===== src/rtl/gen_frame_sequencer.sv =====
`default_nettype none
// ============================================================================
// Module   : gen_frame_sequencer
// Brief    : Frame sequencer in front of generator_v3: forwards one frame,
//            counts outputs, then pulses a soft clear before the next frame.
//            Optional DRAIN watchdog enabled by macro GEN_SEQ_TIMEOUT_EN.
// Revision : 1.0 - initial release
// ============================================================================
module gen_frame_sequencer #(
  parameter int DATA_WIDTH     = 16,
  parameter int PIXELS_IN      = 1024,
  parameter int PIXELS_OUT     = 1024,
  parameter int FLUSH_CYCLES   = 4,
  parameter int TIMEOUT_CYCLES = 4096
) (
  input  logic                            clk,
  input  logic                            rst,
  input  logic                            s_valid,
  output logic                            s_ready,
  input  logic [DATA_WIDTH-1:0]           s_data,
  output logic                            gen_valid_in,
  output logic [DATA_WIDTH-1:0]           gen_data_in,
  input  logic                            gen_valid_out,
  output logic                            gen_clear,
  output logic                            frame_start,
  output logic                            frame_done,
  output logic                            busy,
  output logic [$clog2(PIXELS_IN+1)-1:0]  in_cnt,
  output logic [$clog2(PIXELS_OUT+1)-1:0] out_cnt,
  output logic                            timeout_err
);

  localparam int c_in_w  = $clog2(PIXELS_IN + 1);
  localparam int c_out_w = $clog2(PIXELS_OUT + 1);
  localparam int c_fl_w  = $clog2(FLUSH_CYCLES + 1);

  localparam logic [c_in_w-1:0]  c_in_last = c_in_w'(PIXELS_IN - 1);
  localparam logic [c_out_w-1:0] c_out_max = c_out_w'(PIXELS_OUT);
  localparam logic [c_fl_w-1:0]  c_fl_last = c_fl_w'(FLUSH_CYCLES - 1);

  typedef enum logic [1:0] {
    S_IDLE  = 2'd0,
    S_FEED  = 2'd1,
    S_DRAIN = 2'd2,
    S_FLUSH = 2'd3
  } state_t;

  state_t                  state_q;
  logic [c_in_w-1:0]       in_cnt_q;
  logic [c_out_w-1:0]      out_cnt_q;
  logic [c_out_w-1:0]      out_cnt_d;
  logic [c_fl_w-1:0]       fl_cnt_q;
  logic                    gen_valid_in_q;
  logic [DATA_WIDTH-1:0]   gen_data_in_q;
  logic                    gen_clear_q;
  logic                    frame_start_q;
  logic                    frame_done_q;

  logic                    w_accept;
  logic                    w_out_hit;
  logic                    w_timeout;

  assign s_ready   = !rst && (state_q == S_IDLE || state_q == S_FEED);
  assign w_accept  = s_valid && s_ready;

  // Outputs seen in IDLE/FLUSH are strays from a previous frame and are ignored.
  assign w_out_hit = gen_valid_out && (state_q == S_FEED || state_q == S_DRAIN) &&
                     (out_cnt_q != c_out_max);
  assign out_cnt_d = w_out_hit ? out_cnt_q + c_out_w'(1) : out_cnt_q;

  always_ff @(posedge clk) begin
    if (rst) begin
      state_q        <= S_IDLE;
      in_cnt_q       <= '0;
      out_cnt_q      <= '0;
      fl_cnt_q       <= '0;
      gen_valid_in_q <= 1'b0;
      gen_data_in_q  <= '0;
      gen_clear_q    <= 1'b0;
      frame_start_q  <= 1'b0;
      frame_done_q   <= 1'b0;
    end else begin
      gen_valid_in_q <= w_accept;
      if (w_accept) begin
        gen_data_in_q <= s_data;
      end
      frame_start_q <= 1'b0;
      frame_done_q  <= 1'b0;
      out_cnt_q     <= out_cnt_d;

      case (state_q)
        S_IDLE: begin
          if (w_accept) begin
            frame_start_q <= 1'b1;
            in_cnt_q      <= c_in_w'(1);
            state_q       <= (PIXELS_IN == 1) ? S_DRAIN : S_FEED;
          end
        end
        S_FEED: begin
          if (w_accept) begin
            in_cnt_q <= in_cnt_q + c_in_w'(1);
            if (in_cnt_q == c_in_last) begin
              state_q <= S_DRAIN;
            end
          end
        end
        S_DRAIN: begin
          // Registered count: FLUSH follows one cycle after the last output.
          if (out_cnt_q == c_out_max || w_timeout) begin
            state_q      <= S_FLUSH;
            frame_done_q <= 1'b1;
            gen_clear_q  <= 1'b1;
            fl_cnt_q     <= c_fl_last;
            in_cnt_q     <= '0;
            out_cnt_q    <= '0;
          end
        end
        S_FLUSH: begin
          if (fl_cnt_q == '0) begin
            state_q     <= S_IDLE;
            gen_clear_q <= 1'b0;
          end else begin
            fl_cnt_q <= fl_cnt_q - c_fl_w'(1);
          end
        end
        default: begin
          state_q <= S_IDLE;
        end
      endcase
    end
  end

`ifdef GEN_SEQ_TIMEOUT_EN
  localparam int                c_to_w    = $clog2(TIMEOUT_CYCLES + 1);
  localparam logic [c_to_w-1:0] c_to_last = c_to_w'(TIMEOUT_CYCLES - 1);

  logic [c_to_w-1:0] to_cnt_q;
  logic              timeout_err_q;

  assign w_timeout = (state_q == S_DRAIN) && !gen_valid_out && (to_cnt_q == c_to_last);

  always_ff @(posedge clk) begin
    if (rst || state_q != S_DRAIN || gen_valid_out) begin
      to_cnt_q <= '0;
    end else begin
      to_cnt_q <= to_cnt_q + c_to_w'(1);
    end

    if (rst) begin
      timeout_err_q <= 1'b0;
    end else if (w_timeout) begin
      timeout_err_q <= 1'b1;
    end
  end

  assign timeout_err = timeout_err_q;
`else
  assign w_timeout   = 1'b0;
  assign timeout_err = 1'b0;

  // Keeps the watchdog length referenced when the watchdog is compiled out.
  if (TIMEOUT_CYCLES < 1) begin : g_timeout_unused
  end
`endif

  assign gen_valid_in = gen_valid_in_q;
  assign gen_data_in  = gen_data_in_q;
  assign gen_clear    = gen_clear_q;
  assign frame_start  = frame_start_q;
  assign frame_done   = frame_done_q;
  assign busy         = (state_q != S_IDLE);
  assign in_cnt       = in_cnt_q;
  assign out_cnt      = out_cnt_q;

endmodule

`default_nettype wire


===== config.mk =====
export PLATFORM = sky130hd
export DESIGN_NAME = gen_frame_sequencer
export DESIGN_NICKNAME = d
export VERILOG_FILES = /design/src/rtl/gen_frame_sequencer.sv
export SDC_FILE = /design/constraint.sdc
export NUM_CORES = 1
export LEC_CHECK = 0
export CAP_MARGIN = 20
export CORE_ASPECT_RATIO = 1.75
export CORE_MARGIN = 3
export CORE_UTILIZATION = 45
export CTS_CLUSTER_SIZE = 10
export DETAILED_ROUTE_END_ITERATION = 7
export PLACE_DENSITY = 0.8
export SYNTH_ARGS = -nofsm -noshare
export SYNTH_HDL_FRONTEND = slang
export SYNTH_SLANG_ARGS = --single-unit

===== constraint.sdc =====
create_clock -name clk -period 2.5 [get_ports clk]
set_input_delay 0.25 -clock clk [delete_from_list [all_inputs] [get_ports clk]]
set_output_delay 0.25 -clock clk [all_outputs]
set_load 0.01 [all_outputs]

After elaboration in Yosys (flattened, before gate mapping)
Index checks and enable logic that the tools add are counted.
{"block": "totals", "reg_bits": 47, "out_inout_bits": 45}
{"block": "op_classes", "n_addsub": 3, "muxes": 21, "eq_ne": 12, "n_reduce_logical": 18, "bitwise": 2}
{"operator": "two-way mux 11 bit", "count": 6}
{"operator": "case mux 11 bit (3 select lines)", "count": 1}
{"operator": "adder 11 x 1 -> 11 bit (second input constant)", "count": 2}
{"operator": "== test 11 x 10 -> 1 bit (second input constant)", "count": 1}
{"operator": "== test 11 bit (second input constant)", "count": 1}
{"operator": "inequality test 11 bit (second input constant)", "count": 1}
{"operator": "two-way mux 2 bit", "count": 5}
{"operator": "inequality test 2 bit (second input constant)", "count": 4}
{"operator": "case mux 2 bit (4 select lines)", "count": 1}
{"operator": "two-way mux 3 bit", "count": 2}
{"operator": "case mux 3 bit (2 select lines)", "count": 1}
{"operator": "AND reduction 3 bit", "count": 2}
{"operator": "AND reduction 5 bit", "count": 1}
{"operator": "== test 2 bit (second input constant)", "count": 2}
{"operator": "logical AND 1 bit", "count": 4}
{"operator": "two-way mux 1 bit", "count": 4}
{"operator": "inequality test 2 x 1 -> 1 bit (second input constant)", "count": 2}
{"operator": "AND reduction 4 bit", "count": 1}
{"operator": "nonzero test 2 bit", "count": 2}
{"operator": "OR reduction 2 bit", "count": 2}
{"operator": "zero test 3 bit", "count": 1}
{"operator": "nonzero test 3 bit", "count": 1}
{"operator": "subtractor 3 x 1 -> 3 bit (second input constant)", "count": 1}
{"operator": "== test 2 x 1 -> 1 bit (second input constant)", "count": 1}
{"operator": "other kinds (5)", "count": 7}

Logic depth before layout (Yosys ltp)
Gate-level depths: netlist of run 1.
{"block": "logic_depth", "word_depth": 7, "ltp_mapped": 8}

Worst setup path after synthesis of run 1
No wires, ideal clock.
{"block": "synth_path", "path_type": "register -> register", "from": "reg state_q[0]", "to": "reg gen_data_in_q[10] (netlist: gen_data_in[10])", "synth_period_minus_slack_ns": 1.877, "required_time_ns": 2.368, "setup_ns": 0.132, "path_slack_ns": 0.623, "t_arrival_ns": 1.745, "stages_incl_launch_ff": 9, "cell_sequence": "dfxtp_1 -> inv_1 -> ha_1 -> or2_2 -> nand3_1 -> clkinv_1 -> clkbuf_1 -> nand2_1 -> a21oi_1"}
{"block": "synth_between", "elab_chain_len": 4, "word_cells_on_any_way": 5, "cone_classes": "eq/ne: 1; reduce/logical: 4"}
{"element": "start, declared", "line_no": "48", "text": "state_t state_q;"}
{"element": "start signal, assigned", "line_no": "96", "text": "state_q <= (PIXELS_IN == 1) ? S_DRAIN : S_FEED;"}
{"element": "== test 2 x 1 -> 1 bit or zero test 2 bit (tied branches)", "line_no": "63", "text": "assign s_ready = !rst && (state_q == S_IDLE || state_q == S_FEED);"}
{"element": "logical OR 1 bit *", "line_no": "63"}
{"element": "logical AND 1 bit *", "line_no": "63"}
{"element": "logical AND 1 bit *", "line_no": "64", "text": "assign w_accept = s_valid && s_ready;"}
{"element": "end signal, assigned", "line_no": "85", "text": "gen_data_in_q <= s_data;"}
{"element": "end, declared", "line_no": "54", "text": "logic [DATA_WIDTH-1:0] gen_data_in_q;"}
Mark *: on every way between the ends. The rest lies on a longest branch, timed or not.
A chain may end at the register's enable or synchronous reset.

Worst setup path after layout of run 1
{"block": "layout_path", "from": "reg state_q[0]", "to": "reg in_cnt_q[6] (netlist: in_cnt[6])"}
{"block": "layout_between", "elab_chain_len": 6, "word_cells_on_any_way": 12, "cone_classes": "eq/ne: 5; mux: 1; reduce/logical: 6"}
{"element": "== test 2 x 1 -> 1 bit or zero test 2 bit (tied branches)", "line_no": "63, 91"}
{"element": "logical OR 1 bit", "line_no": "63"}
{"element": "logical AND 1 bit", "line_no": "63"}
{"element": "logical AND 1 bit", "line_no": "64"}
{"element": "inequality test 2 bit (no source line)"}
{"element": "AND reduction 4 bit (no source line)"}
{"element": "end signal, assigned", "line_no": "95", "text": "in_cnt_q <= c_in_w'(1);"}
{"element": "end signal, assigned", "line_no": "101", "text": "in_cnt_q <= in_cnt_q + c_in_w'(1);"}
{"element": "end, declared", "line_no": "49", "text": "logic [c_in_w-1:0] in_cnt_q;"}
Several ways; a longest one is shown, not always the timed one.

==> impl_metrics.yaml, run 1 <==
status:
  outcome: "finished, final reports clean"
yosys:
  synthSimpleGateAreaFrac: 0.272
  synth_top_area_share: 0.400
  synthMuxAreaShare: 0.0128
  synth-seq-cells: 47
  synth.distinct_cells: 48
  synth.avg_cell_area_um2: 8.14
  async_flop_share: 0
  ys_top_cells_by_area: "dfxtp_1, nand2_1, ha_1"
  synth_common_cells: "nand2_1, dfxtp_1, nor2_1"
  synth_top_family_by_area: "simple AND/OR/NAND/NOR gates"
  synth_fa_ha_area_frac: 0.0532
  syn_inst: 289
  synth_area_leader_cell: "dfxtp_1"
  synth_area_um2: 2350
  yosysSeqAreaShare: 0.400
  synthMostInstantiatedCell: "nand2_1"
  synth_warnings: 0
  synthFlopType: "dfxtp_1"
  synth-xor-area-share: 0.0335
  synth_compound_area_frac: 0.167
  synth_edf_count: 0
  synth_nets: 319
power:
  peakVddDrop_mv: 0.537
  internal-power_mw: 1.66
  pwr-share-comb: 0.377
  switching_share: 0.347
  cellPowerDensity_nw_per_um2: 803
  clkPwrFrac: 0.269
  p_leak_nw: 1.09
  pwr-share-seq: 0.354
  p_sw_mw: 0.880
detailed_routing:
  dr.pass1.iters: 4
  via_count: 2280
  vias_per_cell: 5.60
  drc_errors: 0
  antenna_left: 0
  drt_iter0_markers: 106
  wl_per_cell_um: 14.7
  wl_mm: 5.98
timing:
  worst_slack_ns: 0.442
  worstMarginPinSlew_ns: 0.621
  rsz0062_at_grt: "no"
  fin_crit_ns: 2.06
  post-route-period-util: 0.823
  fin_tns_setup_ns: 0
  setup_viol: 0
  drv_slew: 0
  fmax_mhz: 486
  finalHoldViolCount: 0
  max_slew_margin: 0.586
  finClkSkew_ns: 0.00920
placed_design:
  dp_slack_ns: 0.453
  hpwlAfterDp_mm: 4.50
  io_buffers: 63
  gp_congestion: 0.806
global_routing:
  overflow: 0
  grt_pass1_vias: 2158
  grt_pass1_wl_mm: 10.1
  grt_max_degree: 28
  gr-usage-all-layers: 0.210
  antenna_found_initial: 0
die:
  die-height_um: 102
  pin_count: 65
  core_area_um2: 5020
  die_w_um: 60.7
  die_area_um2: 6170
  initial_utilization: 0.469
  rows: 34
final_layout:
  n_fill_cell: 442
  multi_input_area_um2: 1270
  antenna_cells: 0
  regArea_um2: 941
  layout-drive-gt1-share: 0.0567
  nNetsFinal: 382
  syn2layout_area_growth_pct: 34.4
clock_tree:
  cts_tree: "done"
  clk_pin_slew_ns: 0.10
  post_cts_resize_count: 0
  clk_latency_ns: 0.30
  cts_made_buffers: 5
  cts_root_buf: "clkbuf_8"
  clock_path_buffers: 2
  cts_hold_buf: 0
  cts_setup_buffers: 0
  htreeDepth: 2
  cts_sinks: 47
critical_path:
  crit_required_ns: 2.72
  crit_arrival_ns: 2.28
  worst_setup_path_start_kind: "flop"
  critPathMaxFanout: 6
  cp-end-kind: "flop"
  worstSetupPathType: "flop to flop"
flow_run:
  cap_violations: 0
min_path:
  hold_path_class: "flop to flop"
## cell type report
class | count | share of cell area
clock buffer | 5 | 0.0217
clock inverter | 3 | 0.0225
inverter | 22 | 0.0261
multi-input combinational | 209 | 0.402
sequential | 47 | 0.297
tap | 54 | 0.0214
timing repair buffer | 67 | 0.209
## through the flow
stage | cell area (µm²) | power (mW) | hold slack (ns) | instances | utilization
global route | 3160 | 2.70 | 0.486 | 407 | 0.630
floorplan | 2350 | 1.53 | 0.386 | 289 | -
CTS | 3160 | 2.55 | 0.461 | 407 | 0.630
detailed placement | 3020 | 1.87 | 0.447 | 399 | 0.602
global placement | 3020 | 1.84 | 0.441 | 399 | 0.602
finish | 3160 | 2.54 | 0.458 | 407 | 0.630
## power by group through the flow
stage | clock [mW] | sequential (mW) | combinational [mW]
finish | 0.684 | 0.900 | 0.956
global route | 0.722 | 0.912 | 1.07
CTS | 0.695 | 0.899 | 0.956
detailed placement | 0 | 0.916 | 0.949
global placement | 0 | 0.913 | 0.928
floorplan | 0 | 0.930 | 0.601
## cells in the final DEF, fill, tap and decap left out, types with 2 or more instances in the layout
| cell | netlist | routed |
|---|---|---|
| and4_1 | 3 | 3 |
| nand2b_1 | 2 | 2 |
| o211ai_1 | 2 | 2 |
| clkdlybuf4s50_1 | 0 | 63 |
| mux2i_1 | 3 | 3 |
| dfxtp_1 | 47 | 47 |
| or2_2 | 2 | 2 |
| bufinv_16 | 0 | 2 |
| o22ai_1 | 4 | 4 |
| a31oi_1 | 2 | 2 |
| xnor2_1 | 9 | 9 |
| a311oi_1 | 2 | 2 |
| or3_1 | 6 | 6 |
| clkinv_1 | 2 | 2 |
| a211oi_1 | 6 | 6 |
| nand3_1 | 8 | 8 |
| nor4b_4 | 2 | 2 |
| o2111ai_1 | 5 | 5 |
| nor2_1 | 28 | 28 |
| nor4_1 | 6 | 6 |
| o221ai_1 | 4 | 4 |
| nand4_1 | 4 | 4 |
| nor3_1 | 8 | 8 |
| nand2_1 | 51 | 51 |
| clkbuf_8 | 0 | 5 |
| inv_1 | 20 | 20 |
| a21oi_1 | 20 | 20 |
| nor2b_1 | 4 | 4 |
| ha_1 | 10 | 10 |
| nand3b_1 | 2 | 2 |
| buf_4 | 1 | 4 |
## logic make-up (layout without fill, tap and decap cells)
kind of cell	count (synthesis)	in the layout
compound gates	57	57
xor+xnor	9	9
fa+ha+maj	10	10
buf+inv	33	97
flops	47	47
mux	3	3
other cells	1	1
simple gates	129	129
## sequential cells by signal (all words and copies together), names as in the netlist
register / flops
fl_cnt_q: 3
frame_start: 1
in_cnt: 11
gen_data_in: 16
gen_clear: 1
out_cnt: 11
gen_valid_in: 1
state_q: 2
frame_done: 1
## routing by layer
layer	global-route usage	vias to the layer above	part of all wire
met2	0.374	62	0.55
li1	-	1139	-
met1	0.240	1068	0.38
met3	0.0408	11	0.045
met4	0.0768	0	0.022
met5	0	-	0
## critical path: stages (launching register included)
cell,delay (ns)
dfxtp_1,0.43
inv_1,0.09
ha_1,0.27
or2_2,0.32
a211oi_1,0.50
a21oi_2,0.16
o221ai_1,0.21
## worst paths after layout
| kind | to | depth (start not counted) | slack, ns | startpoint |
|---|---|---|---|---|
| setup / recovery | in_cnt[6] | 6 | 0.44 | state_q[0] |
| hold / removal | gen_data_in[9] | 2 | 0.46 | gen_data_in[9] |
| setup reg to reg | in_cnt[6] | 6 | 0.44 | state_q[0] |
| hold reg to reg | gen_data_in[9] | 2 | 0.46 | gen_data_in[9] |
Power figures use the tool's default switching activity.
==> inputs of run 2 (changes only) <==
--- a/config.mk
+++ b/config.mk
@@ -8,7 +8,7 @@
 export CAP_MARGIN = 20
 export CORE_ASPECT_RATIO = 1.75
 export CORE_MARGIN = 3
-export CORE_UTILIZATION = 45
+export CORE_UTILIZATION = 43
 export CTS_CLUSTER_SIZE = 10
 export DETAILED_ROUTE_END_ITERATION = 7
 export PLACE_DENSITY = 0.8
==> constraint.sdc (replaced) <==
create_clock -name clk -period 1.7 [get_ports clk]
set_input_delay 0.17 -clock clk [delete_from_list [all_inputs] [get_ports clk]]
set_output_delay 0.17 -clock clk [all_outputs]
set_load 0.01 [all_outputs]
==> run 2 against run 1 <==
Net effect:
- hold slack worse by 0.062 ns
- sequential power up 44%
- count of clock-buffer cells in the layout unchanged
- sequential cell count is the same
- clock skew barely moved
- first-iteration DRC count up 22%
- wire length grew 23%
- critical endpoint is now fl_cnt_q[2]
- sequential share of layout area shrank 4.4 points
- via count up 13%
- the run now ends with negative setup slack left
- largest power group unchanged
- combinational power is 140% higher
- critical path depth grew 1
- global-route usage is 1.0 points higher
==> impl_metrics.yaml, run 2 (synthesis gave the netlist of run 1 again) <==
global_routing:
  overflow: 0
  antenna_found_initial: 0
  gr-usage-all-layers: 0.220
  grt_max_degree: 28
  grt_pass1_wl_mm: 11.0
  grt_pass1_vias: 2444
placed_design:
  gp_congestion: 0.863
  hpwlAfterDp_mm: 5.00
  io_buffers: 63
  dp_slack_ns: -0.197
final_layout:
  layout-drive-gt1-share: 0.274
  largest_reg_flops: 16
  antenna_cells: 0
  syn2layout_area_growth_pct: 59.8
  postLayoutCoreUtil: 0.710
  layout_commonest_cell: "clkdlybuf4s50_1"
  nNetsFinal: 430
  n_fill_cell: 411
  final_cell_mix: "clkdlybuf4s50_1, nand2_1, buf_4"
critical_path:
  cp_slowest_stage_delay_ns: 0.36
  worst_setup_path_start_kind: "flop"
  critPathMaxFanout: 4
  worstSetupPathType: "flop to flop"
  crit_chain: "buf_6 > buf_4 > buf_4 > ha_2 > mux2i_2 > nand2_1 > a211oi_1"
  cp_common_cell: "buf_4"
  critical_path_buf_inv_count: 3
  crit_required_ns: 1.91
  crit_arrival_ns: 1.98
  slowest_stage: "dfxtp_2"
  cp_top_family: "flip-flops"
  cp-end-kind: "flop"
detailed_routing:
  wl_mm: 7.38
  via_count: 2586
  dr.pass1.iters: 4
  drt_iter0_markers: 129
  antenna_left: 0
  drc_errors: 0
  vias_per_cell: 5.44
  wl_per_cell_um: 15.5
status:
  violations: "negative setup slack"
  outcome: "finished with violations"
power:
  p_leak_nw: 1.36
  p_total_mw: 4.28
  peakVddDrop_mv: 0.770
  cellPowerDensity_nw_per_um2: 1140
timing:
  post-route-period-util: 1.04
  finClkSkew_ns: 0.00901
  setup_viol: 2
  finalHoldViolCount: 0
  fin_crit_ns: 1.77
  worst_slack_ns: -0.0675
  rsz0062_at_grt: "yes"
  fmax_mhz: 566
  drv_slew: 0
die:
  rows: 35
  initial_utilization: 0.444
  pin_count: 65
  core_area_um2: 5300
  die_area_um2: 6430
  die_w_um: 61.9
  die-height_um: 104
clock_tree:
  clk_pin_slew_ns: 0.10
  cts_made_buffers: 5
  cts_tree: "done"
  clock_path_buffers: 2
  htreeDepth: 2
  cts_sinks: 47
  clk_latency_ns: 0.31
  cts_root_buf: "clkbuf_8"
  cts_hold_buf: 0
min_path:
  hold_path_class: "primary input to flop"
flow_run:
  cap_violations: 0
## run 2: changes by cell type in the layout (fill, tap and decap cells not counted), sizes merged
cell	before	now
clkdlybuf4s50	63	61
buf	4	51
dlygate4sd2	0	1
bufinv	2	0
nand3b	2	3
clkinvlp	0	2
clkbuf	5	6
## run 2: layout make-up
| type | instances | area, µm² | area share |
|---|---|---|---|
| Multi-Input combinational cell | 210 | 1500 | 0.399 |
| Tap cell | 74 | 92.6 | 0.0246 |
| Clock buffer | 5 | 68.8 | 0.0183 |
| Clock inverter | 3 | 25.0 | 0.00666 |
| Timing Repair Buffer | 114 | 1030 | 0.275 |
| Sequential cell | 47 | 951 | 0.253 |
| Inverter | 22 | 88.8 | 0.0236 |
## run 2: per-layer routing
layer,GRT usage,vias up,wire length [µm]
li1,-,1242,-
met1,0.238,1211,2570
met2,0.394,96,4100
met3,0.0360,37,319
met4,0.0956,0,386
met5,0,-,0
## run 2: worst min-delay path: cells and delay by family
kind	cells	cell delay, ns
compound gates	1	0.05
simple gates	1	0.06
buf+inv	1	0.40
## run 2: timing repair
item | CTS | global route
resized for setup | 20 | 33
setup buffers | 2 | 3
pin swaps | 1 | 13
cloned | 0 | 1
setup endpoints to repair | 23 | 45
## run 2: power by group
part,leakage [nW],internal (mW),total (mW),switching (mW)
Sequential,0.384,1.23,1.30,0.0669
Clock,0.0443,0.295,0.712,0.417
Combinational,0.929,1.12,2.26,1.15
## run 2: final timing paths
path | slack, ns | cells past startpoint | start | end
worst max register to register | -0.07 | 7 | state_q[0] | fl_cnt_q[2]
worst min-delay path | 0.40 | 3 | s_data[5] | gen_data_in[5]
worst min register to register | 0.46 | 2 | gen_data_in[2] | gen_data_in[2]
worst max-delay path | -0.07 | 7 | state_q[0] | fl_cnt_q[2]
## run 2: per-stage QoR
stage          hold slack, ns  instance area (µm²)  instances   TNS, ns
5_1_grt                 0.423                 3760        475    -0.483
3_3_place_gp            0.441                 3410        461     -4.71
4_1_cts                 0.395                 3600        471   -0.0150
6_report                0.396                 3760        475   -0.0796
2_1_floorplan           0.306                 2380        289  -0.00421
3_5_place_dp            0.446                 3410        461     -5.82
==> inputs of run 3 (changes only) <==
--- a/config.mk
+++ b/config.mk
@@ -9,6 +9,7 @@
 export CORE_ASPECT_RATIO = 1.75
 export CORE_MARGIN = 3
 export CORE_UTILIZATION = 43
+export CTS_CLUSTER_DIAMETER = 30
 export CTS_CLUSTER_SIZE = 10
 export DETAILED_ROUTE_END_ITERATION = 7
 export PLACE_DENSITY = 0.8
==> results of run 3 <==
Final layout, timing and power as in run 2 (identical DEF).
